[src/rtl/uart1_rx_if.sv]
// UART1 receiver interface: serial line in, received byte and status strobes out.
// With UART1_RX_PARITY_EN defined, the parity_err strobe is added.
interface uart1_rx_if;
    logic       serial_in;
    logic [7:0] rx_data;
    logic       rx_valid;
    logic       frame_err;
    logic       busy;
`ifdef UART1_RX_PARITY_EN
    logic       parity_err;

    modport master (
        input  serial_in,
        output rx_data, rx_valid, frame_err, busy, parity_err
    );
    modport slave (
        output serial_in,
        input  rx_data, rx_valid, frame_err, busy, parity_err
    );
`else
    modport master (
        input  serial_in,
        output rx_data, rx_valid, frame_err, busy
    );
    modport slave (
        output serial_in,
        input  rx_data, rx_valid, frame_err, busy
    );
`endif
endinterface

[src/rtl/uart1_rx.sv]
// UART1 receive path: deserialises 8N1 frames (start, 8 data bits LSB first,
// stop) and presents each byte with a one-cycle rx_valid strobe.
// Optional feature macro UART1_RX_PARITY_EN: adds an even-parity bit before
// the stop bit and a parity_err strobe.
module uart1_rx #(
    parameter int CLKS_PER_BIT = 16,
    parameter int SYNC_STAGES  = 2
) (
    input  logic       clk,
    input  logic       rst,
    uart1_rx_if.master rx
);

    localparam int                CNT_W    = $clog2(CLKS_PER_BIT);
    localparam logic [CNT_W-1:0]  MID_CNT  = CNT_W'(CLKS_PER_BIT / 2 - 1);
    localparam logic [CNT_W-1:0]  FULL_CNT = CNT_W'(CLKS_PER_BIT - 1);

    typedef enum logic [2:0] {
        S_IDLE,
        S_START,
        S_DATA,
`ifdef UART1_RX_PARITY_EN
        S_PARITY,
`endif
        S_STOP
    } state_t;

    state_t                 state_q, state_d;
    logic [SYNC_STAGES-1:0] sync_q;
    logic                   s;
    logic                   prev_q;
    logic [CNT_W-1:0]       clk_cnt_q, clk_cnt_d;
    logic [2:0]             bit_cnt_q, bit_cnt_d;
    logic [7:0]             shift_q;
    logic                   shift_en;
    logic                   valid_d;
    logic                   ferr_d;
`ifdef UART1_RX_PARITY_EN
    logic                   par_q;
    logic                   par_en;
    logic                   perr_d;
`endif

    assign s       = sync_q[SYNC_STAGES-1];
    assign rx.busy = (state_q != S_IDLE);

    // Synchronise the asynchronous line and keep last cycle's value for edge detection.
    always_ff @(posedge clk or negedge rst) begin
        if (!rst) begin
            sync_q <= '1;
            prev_q <= 1'b1;
        end else begin
            sync_q <= {sync_q[SYNC_STAGES-2:0], rx.serial_in};
            prev_q <= s;
        end
    end

    // FSM state and bit/clock counters.
    always_ff @(posedge clk or negedge rst) begin
        if (!rst) begin
            state_q   <= S_IDLE;
            clk_cnt_q <= '0;
            bit_cnt_q <= '0;
        end else begin
            state_q   <= state_d;
            clk_cnt_q <= clk_cnt_d;
            bit_cnt_q <= bit_cnt_d;
        end
    end

    // Next-state logic; every sample point falls at the middle of a bit.
    always_comb begin
        state_d   = state_q;
        clk_cnt_d = clk_cnt_q + 1'b1;
        bit_cnt_d = bit_cnt_q;
        shift_en  = 1'b0;
        valid_d   = 1'b0;
        ferr_d    = 1'b0;
`ifdef UART1_RX_PARITY_EN
        par_en    = 1'b0;
        perr_d    = 1'b0;
`endif
        case (state_q)
            S_IDLE: begin
                clk_cnt_d = '0;
                // Only a falling edge starts a frame, so a held-low line never retriggers.
                if (!s && prev_q) begin
                    state_d = S_START;
                end
            end
            S_START: begin
                if (clk_cnt_q == MID_CNT) begin
                    clk_cnt_d = '0;
                    bit_cnt_d = '0;
                    state_d   = s ? S_IDLE : S_DATA;
                end
            end
            S_DATA: begin
                if (clk_cnt_q == FULL_CNT) begin
                    clk_cnt_d = '0;
                    shift_en  = 1'b1;
                    bit_cnt_d = bit_cnt_q + 3'd1;
                    if (bit_cnt_q == 3'd7) begin
`ifdef UART1_RX_PARITY_EN
                        state_d = S_PARITY;
`else
                        state_d = S_STOP;
`endif
                    end
                end
            end
`ifdef UART1_RX_PARITY_EN
            S_PARITY: begin
                if (clk_cnt_q == FULL_CNT) begin
                    clk_cnt_d = '0;
                    par_en    = 1'b1;
                    state_d   = S_STOP;
                end
            end
`endif
            S_STOP: begin
                if (clk_cnt_q == FULL_CNT) begin
                    clk_cnt_d = '0;
                    state_d   = S_IDLE;
                    if (!s) begin
                        ferr_d = 1'b1;
`ifdef UART1_RX_PARITY_EN
                    end else if (^{shift_q, par_q}) begin
                        perr_d = 1'b1;
`endif
                    end else begin
                        valid_d = 1'b1;
                    end
                end
            end
            default: begin
                state_d = S_IDLE;
            end
        endcase
    end

    // Data shift register (LSB arrives first, enters at bit 7) and parity capture.
    always_ff @(posedge clk) begin
        if (shift_en) begin
            shift_q <= {s, shift_q[7:1]};
        end
`ifdef UART1_RX_PARITY_EN
        if (par_en) begin
            par_q <= s;
        end
`endif
    end

    // Registered output byte and one-cycle status strobes.
    always_ff @(posedge clk or negedge rst) begin
        if (!rst) begin
            rx.rx_data    <= '0;
            rx.rx_valid   <= 1'b0;
            rx.frame_err  <= 1'b0;
`ifdef UART1_RX_PARITY_EN
            rx.parity_err <= 1'b0;
`endif
        end else begin
            rx.rx_valid   <= valid_d;
            rx.frame_err  <= ferr_d;
`ifdef UART1_RX_PARITY_EN
            rx.parity_err <= perr_d;
`endif
            if (valid_d) begin
                rx.rx_data <= shift_q;
            end
        end
    end

endmodule

[src/flat_wrapper.sv]
// flat-port wrapper written by rule: the top's interface ports become plain ports
module uart1_rx_flat 
#(
    parameter int CLKS_PER_BIT = 16,
    parameter int SYNC_STAGES  = 2
)
  (clk, rst, rx_serial_in, rx_rx_data, rx_rx_valid, rx_frame_err, rx_busy);
  uart1_rx_if rx_i ();
  input  logic clk;
  input  logic rst;
  input wire logic [$bits(rx_i.serial_in)-1:0] rx_serial_in;
  output wire logic [$bits(rx_i.rx_data)-1:0] rx_rx_data;
  output wire logic [$bits(rx_i.rx_valid)-1:0] rx_rx_valid;
  output wire logic [$bits(rx_i.frame_err)-1:0] rx_frame_err;
  output wire logic [$bits(rx_i.busy)-1:0] rx_busy;
  assign rx_i.serial_in = rx_serial_in;
  assign rx_rx_data = rx_i.rx_data;
  assign rx_rx_valid = rx_i.rx_valid;
  assign rx_frame_err = rx_i.frame_err;
  assign rx_busy = rx_i.busy;
  uart1_rx #(.CLKS_PER_BIT(CLKS_PER_BIT), .SYNC_STAGES(SYNC_STAGES)) u_core (.clk(clk), .rst(rst), .rx(rx_i));
endmodule
[config.mk]
export PLATFORM = sky130hd
export DESIGN_NAME = uart1_rx_flat
export DESIGN_NICKNAME = d
export VERILOG_FILES = /design/src/rtl/uart1_rx_if.sv /design/src/rtl/uart1_rx.sv /design/src/flat_wrapper.sv
export SDC_FILE = /design/constraint.sdc
export NUM_CORES = 1
export LEC_CHECK = 0
export ABC_CLOCK_PERIOD_IN_PS = 3850
export BUFFER_PORTS_ARGS = -buffer_cell sky130_fd_sc_hd__buf_2
export CORE_MARGIN = 2
export CORE_UTILIZATION = 58
export DETAILED_ROUTE_END_ITERATION = 8
export PLACE_DENSITY = 0.77
export SYNTH_ARGS = -nofsm -noshare
export SYNTH_HDL_FRONTEND = slang
export SYNTH_SLANG_ARGS = --single-unit
[constraint.sdc]
create_clock -name clk -period 3.85 [get_ports clk]
set_input_delay 1.155 -clock clk [delete_from_list [all_inputs] [get_ports clk]]
set_output_delay 1.155 -clock clk [all_outputs]
set_load 0.005 [all_outputs]
==> flow_summary.ini, run 1 <==
[worst_setup_path]
critPathLaunchType = flop
rrSetupSlack_ps = 2020
required_ps = 2690
crit_fanout = 4
cp.arrival_ps = 1230
cp-startpoint = u_core.state_q[0]
ff2ff_path_depth = 6
worstSetupPathType = reg2out
endpoint_kind = output pin
timing.rr.end = u_core.state_q[1]
crit_path_end = rx_busy
rr_startpoint = u_core.state_q[0]

[synth]
yosys_register_bits = 30
async_reset_ff_share_pct = 73.3
yosys.area_share.simple_pct = 9.12
synth_edf_count = 8
yosys_warnings = 0
netlist_area_sq_um = 1220
synthFlopType = dfrtp_1
yosysUniqueCellTypes = 29
syn-num-nets = 94
synthXorXnorAreaFrac_pct = 1.43
postSynthAreaPerCell_sq_um = 14.5
synth_fa_ha_area_share_pct = 7.17
synth_top_family_by_area = simple AND/OR/NAND/NOR gates
synth_compound_area_share_pct = 5.64
ys_seq_area_share_pct = 65.1
synthCells = 84
synth.area.mux_share_pct = 9.12

[place]
port_buffers = 13
routabilityCongestion = 0.725
dp_hpwl_um = 1310
pre_cts_slack_ps = 1810
placed_cell_area_sq_um = 1320

[routing]
drc = 0
drt-total-wl_um = 1840
drt_first_iter_violations = 14
drt_first_pass_iters = 4
vias = 685
ant_nets = 0
detail_route.wl_per_cell_um = 13.9
via_per_inst = 5.19

[global_routing]
track_usage_pct = 18.6
gr-total-overflow = 0
grt_pass1_vias = 696
antenna_found_initial = 0
grt_max_degree = 23
grt_pass1_wl_um = 3250

[clock_tree]
tritoncts = done
post-cts-setup-buffers = 0
cts.htree.levels = 2
insertion_delay_ps = 320
cts-root-buf = clkbuf_4
ctsHoldBuffers = 0
clockBufferDepth = 2
clkSinkCount = 30
clkTransAtPathRegs_ps = 90
cts-resized-gates = 0
numCtsBuffers = 5

[die]
die_h_um = 49.9
dieArea_sq_um = 2490
std_cell_rows = 16
start_util_pct = 61.6
io_pins = 14
fp.coreArea_sq_um = 1980
fp.dieW_um = 49.9

[power_and_ir_drop]
powerDensity_nw_per_um2 = 558
total_power_uw = 772
peakVddDrop_v = 0.000441
power.leakage_uw = 0.000675

[sta]
period_share_pct = 61.9
rsz0062_at_grt = no
drv_slew = 0
min_period_ps = 2380
finalSetupViolCount = 0
fmax_mhz = 420
hold_viol = 0
max_slew_margin_pct = 53.5
setup_ws_ps = 1470
worstMarginPinSlew_ps = 695
setup_tns_ps = 0
fin_skew_ps = 3.92

[hold_path]
hold_class = reg2reg

[job]
maxCapViolCount = 0

[cells_and_area]
drive_gt1_share_pct = 32.4
syn_to_final_growth_pct = 13.3
nets = 114
finalInstanceArea_sq_um = 1380
fin_util_pct = 69.8
diodes = 0

[outcome]
outcome = finished clean
[worst min-delay path by stage]
stage / startpoint / to / slack [ps] / cells after the start
floorplan: u_core.sync_q[0] / u_core.sync_q[1] / 350 / 0
global placement: u_core.sync_q[0] / u_core.sync_q[1] / 350 / 0
detailed placement: u_core.sync_q[0] / u_core.sync_q[1] / 350 / 0
CTS: u_core.sync_q[0] / u_core.sync_q[1] / 370 / 0
global route: u_core.sync_q[0] / u_core.sync_q[1] / 370 / 0
finish: u_core.sync_q[0] / u_core.sync_q[1] / 360 / 0
[state kept, by name (all words and copies together) (netlist names)]
signal               flops
u_core.bit_cnt_q         3
u_core.clk_cnt_q         4
u_core.sync_q            2
u_core.rx.rx_data        8
u_core.state_q           2
u_core.rx.frame_err      1
u_core.prev_q            1
u_core.shift_q           8
u_core.rx.rx_valid       1
[synth_stat cells, types with 2 or more instances]
cell / count / area (sq um)
a31oi_1: 2 / 12.5
inv_1: 8 / 30.0
dfrtp_1: 19 / 475
edfxtp_1: 8 / 240
nand3_1: 2 / 10.0
a22o_1: 2 / 17.5
nor2_1: 5 / 18.8
xnor2_1: 2 / 17.5
ha_1: 7 / 87.6
mux2_2: 8 / 90.1
dfstp_2: 3 / 78.8
[metal layers]
| layer | vias to the layer above | wire length [um] | global-route usage, % |
|---|---|---|---|
| met5 | - | 0 | 0 |
| met4 | 0 | 41 | 9.72 |
| met3 | 4 | 60 | 7.27 |
| met2 | 15 | 944 | 29.3 |
| met1 | 328 | 793 | 21.9 |
| li1 | 338 | - | - |
[layout by cell type (no fill, tap or decap), types with 2 or more instances in the layout]
| cell | synthesis | routed |
|---|---|---|
| nand3_1 | 2 | 2 |
| nor2_1 | 5 | 5 |
| dfstp_2 | 3 | 3 |
| edfxtp_1 | 8 | 8 |
| a22o_1 | 2 | 2 |
| dfrtp_1 | 19 | 19 |
| inv_1 | 8 | 8 |
| xnor2_1 | 2 | 2 |
| mux2_2 | 8 | 8 |
| buf_2 | 0 | 13 |
| clkbuf_4 | 0 | 5 |
| a31oi_1 | 2 | 2 |
| ha_1 | 7 | 7 |
[worst max-delay path: stages, from the launching register on]
cell	delay, ps
dfrtp_1	420
inv_1	120
ha_1	210
inv_1	50
buf_2	120
[where the power goes]
group | internal (uW) | leakage, uW | switching [uW] | total (uW)
Clock | 87.6 | 0.0000343 | 100 | 188
Combinational | 91.1 | 0.000279 | 113 | 204
Sequential | 353 | 0.000363 | 27.5 | 381
Total | 532 | 0.000675 | 240 | 772
[per-stage QoR]
step / hold WS, ps / instances
floorplan: 345 / 84
global placement: 346 / 124
detailed placement: 351 / 124
CTS: 367 / 132
global route: 369 / 132
finish: 365 / 132
[final cells by class]
cell class | count | area (sq um)
Inverter | 8 | 30.0
Clock buffer | 6 | 51.3
Sequential cell | 30 | 795
Multi-Input combinational cell | 46 | 397
Clock inverter | 2 | 12.5
Timing Repair Buffer | 13 | 65.1
Fill cell | 146 | 598
Tap cell | 27 | 33.8
[kinds of logic after synthesis]
group / count (synthesis)
flip-flops: 30
AND/OR/NAND/NOR: 17
AO/OA/AOI/OAI: 10
multiplexers: 10
buffers and inverters: 8
adder cells (fa/ha/maj): 7
XOR/XNOR: 2
Power figures use the tool's default switching activity.
==> inputs of run 2 (changes only) <==
Settings changed: ABC_CLOCK_PERIOD_IN_PS 3850 to 2500, CORE_UTILIZATION 58 to 55, PLACE_DENSITY 0.77 to 0.74.
Clock period 3.85 ns to 2.5 ns, I/O delays scaled along.
==> run 2 against run 1 <==
Critical path depth did not move. Setup slack got worse by 950 ps. Global-route usage fell by 1.2 points. Register-to-register slack got worse by 1300 ps. Worst hold slack got worse by 1.7 ps. Critical endpoint unchanged. Highest routed layer is now met3.
==> flow_summary.ini, run 2 (synthesized netlist as in run 1, its figures left out) <==
[clock_tree]
cts.htree.levels = 2
clkSinkCount = 30
clockBufferDepth = 2
ctsHoldBuffers = 0
numCtsBuffers = 5
cts-resized-gates = 0
clkTransAtPathRegs_ps = 90
post-cts-setup-buffers = 0
tritoncts = done
cts-root-buf = clkbuf_4
insertion_delay_ps = 320

[cells_and_area]
drive_gt1_share_pct = 32.4
diodes = 0
syn_to_final_growth_pct = 13.4
top_regs = u_core.rx.rx_data x8, u_core.shift_q x8, u_core.clk_cnt_q x4
fin_util_pct = 64.5
num-fill-cells = 174
nets = 114
final_common_cell = dfrtp_1
final_cell_mix = 19 x dfrtp_1, 13 x buf_2, 8 x inv_1, 8 x mux2_2, 8 x edfxtp_1

[sta]
fin_skew_ps = 4.56
max_slew_margin_pct = 58.8
fmax_mhz = 505
rsz0062_at_grt = no
period_share_pct = 79.2
hold_viol = 0
finalSetupViolCount = 0
whs_ps = 363
drv_slew = 0
worstMarginPinSlew_ps = 616
min_period_ps = 1980
setup_tns_ps = 0

[hold_path]
hold_class = reg2reg
hold_path_startpoint = u_core.sync_q[0]
whs_path_depth = 0

[worst_setup_path]
critPathMaxStageDelay_ps = 440
critPathLaunchType = flop
crit_top_cell = inv_1
worstSetupPathType = reg2out
rr_startpoint = u_core.state_q[0]
path_cells = inv_1 > ha_1 > inv_1 > buf_2
critical_path_depth = 4
cp_num_buf_inv = 3
cp.arrival_ps = 1230
crit_fanout = 5
ff2ff_path_depth = 6
endpoint_kind = output pin
critPathSlowestCell = dfrtp_1
worst_path_dominant_cell_family = flip-flops
cp-startpoint = u_core.state_q[1]
required_ps = 1750

[global_routing]
grt_pass1_wl_um = 3170
track_usage_pct = 17.5
antenna_found_initial = 0
grt_pass1_vias = 718
gr-total-overflow = 0
grt_max_degree = 23

[die]
start_util_pct = 56.8
io_pins = 14
die_h_um = 51.1
dieArea_sq_um = 2610
fp.coreArea_sq_um = 2150
fp.dieW_um = 51.1
std_cell_rows = 17

[routing]
drt_first_iter_violations = 17
vias = 690
wl_met2_um = 864
drt-total-wl_um = 1810
routed.top_layer = met3
detail_route.wl_per_cell_um = 13.6
via_per_inst = 5.19
ant_nets = 0
drc = 0
drt_first_pass_iters = 4
wl_met1_um = 855
wl_met3_um = 94

[job]
maxCapViolCount = 0

[outcome]
outcome = finished clean

[place]
port_buffers = 13
dp_hpwl_um = 1280
routabilityCongestion = 0.787

[power_and_ir_drop]
powerDensity_nw_per_um2 = 864
power.leakage_uw = 0.000675
peakVddDrop_v = 0.000517
[run 2: final timing paths]
check	end	slack, ps
worst max-delay path	rx_busy	520
worst min-delay path	u_core.sync_q[1]	360
worst max register to register	u_core.state_q[1]	700
worst min register to register	u_core.sync_q[1]	360
max in group asynchronous	u_core.prev_q	1770
min in group asynchronous	u_core.clk_cnt_q[1]	370
[run 2: per-stage QoR]
stage / instance area [sq um] / total power [uW] / worst slack (ps) / cells
global placement: 1320 / 899 / 760 / 125
finish: 1390 / 1200 / 520 / 133
detailed placement: 1320 / 911 / 711 / 125
global route: 1390 / 1280 / 413 / 133
CTS: 1390 / 1210 / 493 / 133
floorplan: 1220 / 830 / 878 / 84
[run 2: area by class of cell]
type                            instances  area, sq um  area share (%)
Sequential cell                        30          795            57.4
Multi-Input combinational cell         46          397            28.6
Timing Repair Buffer                   13         65.1            4.70
Clock buffer                            6         51.3            3.70
Tap cell                               28         35.0            2.53
Inverter                                8         30.0            2.17
Clock inverter                          2         12.5           0.903
[run 2: metal layers]
metal	up-vias	global-route usage, %
met1	337	21.3
met2	14	27.1
li1	339	-
met3	0	8.77
met4	0	5.41
met5	-	0
[run 2: power by group]
part	internal (uW)	leakage (uW)	switching, uW
Sequential	544	0.000363	42.2
Clock	135	0.0000343	163
Combinational	139	0.000279	173
==> inputs of run 3 (changes only) <==
Settings changed: ABC_CLOCK_PERIOD_IN_PS 2500 to 1680, CORE_UTILIZATION 55 to 50, PLACE_DENSITY 0.74 to 0.71.
Clock period 2.5 ns to 1.68 ns, I/O delays scaled along.
==> run 3 against run 2 <==
Sequential share of layout area fell by 4.1 points. Design area increased by 7.8%. Utilization up 1.7 points. Final cell count grew 6.0%. Die area increased by 9.2%. Sequential power up 51%. Total power is 65% higher. Setup slack got worse by 510 ps. Combinational power increased by 130%. Critical path depth rose by 2. Worst hold slack got worse by 240 ps. Routed wire length grew 11%. Critical path type is now reg2reg. Largest cell class unchanged.
==> flow_summary.ini, run 3 (synthesized netlist as in run 1, its figures left out) <==
[worst_setup_path]
cp.arrival_ps = 1900
path_cells = buf_4 > ha_4 > and4b_1 > a211o_1 > and3_4 > mux2i_1
critPathLaunchType = flop
rr_startpoint = u_core.state_q[0]
critPathSlowestCell = dfrtp_2
ff2ff_path_depth = 6
critPathMaxStageDelay_ps = 450
required_ps = 1910
crit_fanout = 4
timing.rr.end = u_core.state_q[0]
rrSetupSlack_ps = 6
worstSetupPathType = reg2reg
endpoint_kind = flop

[cells_and_area]
syn_to_final_growth_pct = 22.2
fin_cells = 141
diodes = 0
fin_util_pct = 66.2
drive_gt1_share_pct = 46.0
final_cell_mix = 18 x dfrtp_1, 12 x buf_2, 8 x mux2_2, 8 x buf_4, 8 x edfxtp_1
final_common_cell = dfrtp_1
num-fill-cells = 184
nets = 123
top_regs = u_core.rx.rx_data x8, u_core.shift_q x8, u_core.clk_cnt_q x4

[routing]
drt-total-wl_um = 2020
vias = 741
drt_first_iter_violations = 16
detail_route.wl_per_cell_um = 14.3
drc = 0
via_per_inst = 5.26
drt_first_pass_iters = 4
ant_nets = 0

[sta]
drv_slew = 0
rsz0062_at_grt = yes
max_slew_margin_pct = 68.5
period_share_pct = 99.6
fin_skew_ps = 7.49
min_period_ps = 1670
hold_viol = 0
setup_ws_ps = 6.06
whs_ps = 125
worstMarginPinSlew_ps = 472
finalSetupViolCount = 0
fmax_mhz = 597

[global_routing]
track_usage_pct = 17.0
grt_pass1_wl_um = 3310
grt_max_degree = 23
antenna_found_initial = 0
gr-total-overflow = 0
grt_pass1_vias = 762

[clock_tree]
ctsHoldBuffers = 0
insertion_delay_ps = 320
numCtsBuffers = 5
cts-root-buf = clkbuf_4
tritoncts = done
clkSinkCount = 30
clkTransAtPathRegs_ps = 90
cts.htree.levels = 2
clockBufferDepth = 2

[place]
pre_cts_slack_ps = 35.4
place_inst = 128
port_buffers = 13
routabilityCongestion = 0.870
dp_hpwl_um = 1330

[power_and_ir_drop]
total_power_uw = 1970
power.leakage_uw = 0.000712
peakVddDrop_v = 0.000803
powerDensity_nw_per_um2 = 1320

[hold_path]
hold_class = in2async

[die]
die_h_um = 53.4
io_pins = 14
dieArea_sq_um = 2850
std_cell_rows = 17
fp.dieW_um = 53.4
fp.coreArea_sq_um = 2250
start_util_pct = 54.2

[job]
maxCapViolCount = 0

[outcome]
outcome = finished clean
[run 3: changes by cell type in the layout (fill, tap and decap cells not counted), moves of 2 or more]
cell,delta
buf_4,+8
ha_1,-5
inv_2,+2
inv_1,-3
ha_2,+2
ha_4,+3
[run 3: critical path, delay by kind of cell (launching register included)]
kind	cells	cell delay (ps)
flip-flops	1	450
AO/OA/AOI/OAI	1	150
multiplexers	1	210
buffers and inverters	1	160
AND/OR/NAND/NOR	2	450
adder cells (fa/ha/maj)	1	170
[run 3: layout make-up]
| cell class | count | area, sq um | share of cell area [%] |
|---|---|---|---|
| flip-flops and latches | 30 | 796 | 53.3 |
| multi-input cells | 47 | 450 | 30.2 |
| repair buffers | 21 | 131 | 8.80 |
| clock buffers | 5 | 37.5 | 2.51 |
| well taps | 28 | 35.0 | 2.35 |
| inverters | 8 | 32.5 | 2.18 |
| clock inverters | 2 | 10.0 | 0.671 |
[run 3: metal layers]
layer | share of wire [%] | wire, um | up-vias | global-route usage, %
met5 | 0 | 0 | - | 0
met4 | 1.8 | 36 | 0 | 7.69
met3 | 4.7 | 94 | 4 | 5.93
met2 | 50 | 1000 | 15 | 28.6
met1 | 44 | 889 | 370 | 19.1
li1 | - | - | 352 | -
[run 3: power by group]
part / internal (uW) / switching (uW)
clock network: 150 / 229
registers: 812 / 72.5
logic: 369 / 340
[run 3: what timing repair did]
action / CTS / global route
gates resized for setup: 3 / 12
pin swaps: 0 / 3
cloned: 0 / 1
setup endpoints to repair: 1 / 11
buffers inserted: 1 / 4
[run 3: worst max-delay path by stage]
stage	start	slack (ps)	to
after detailed placement	u_core.state_q[0]	40	u_core.state_q[0]
final	u_core.state_q[0]	6	u_core.state_q[0]
after floorplan	u_core.state_q[0]	60	u_core.state_q[0]
after CTS	u_core.state_q[0]	7	rx_busy
after global placement	u_core.state_q[1]	70	u_core.state_q[0]
after global routing	u_core.state_q[0]	-70	u_core.state_q[0]
[run 3: per-stage QoR]
| step | area [sq um] | setup TNS, ps |
|---|---|---|
| after floorplan | 1220 | 0 |
| after global routing | 1490 | -79.1 |
| after global placement | 1340 | 0 |
| after detailed placement | 1340 | 0 |
| final | 1490 | 0 |
| after CTS | 1410 | 0 |
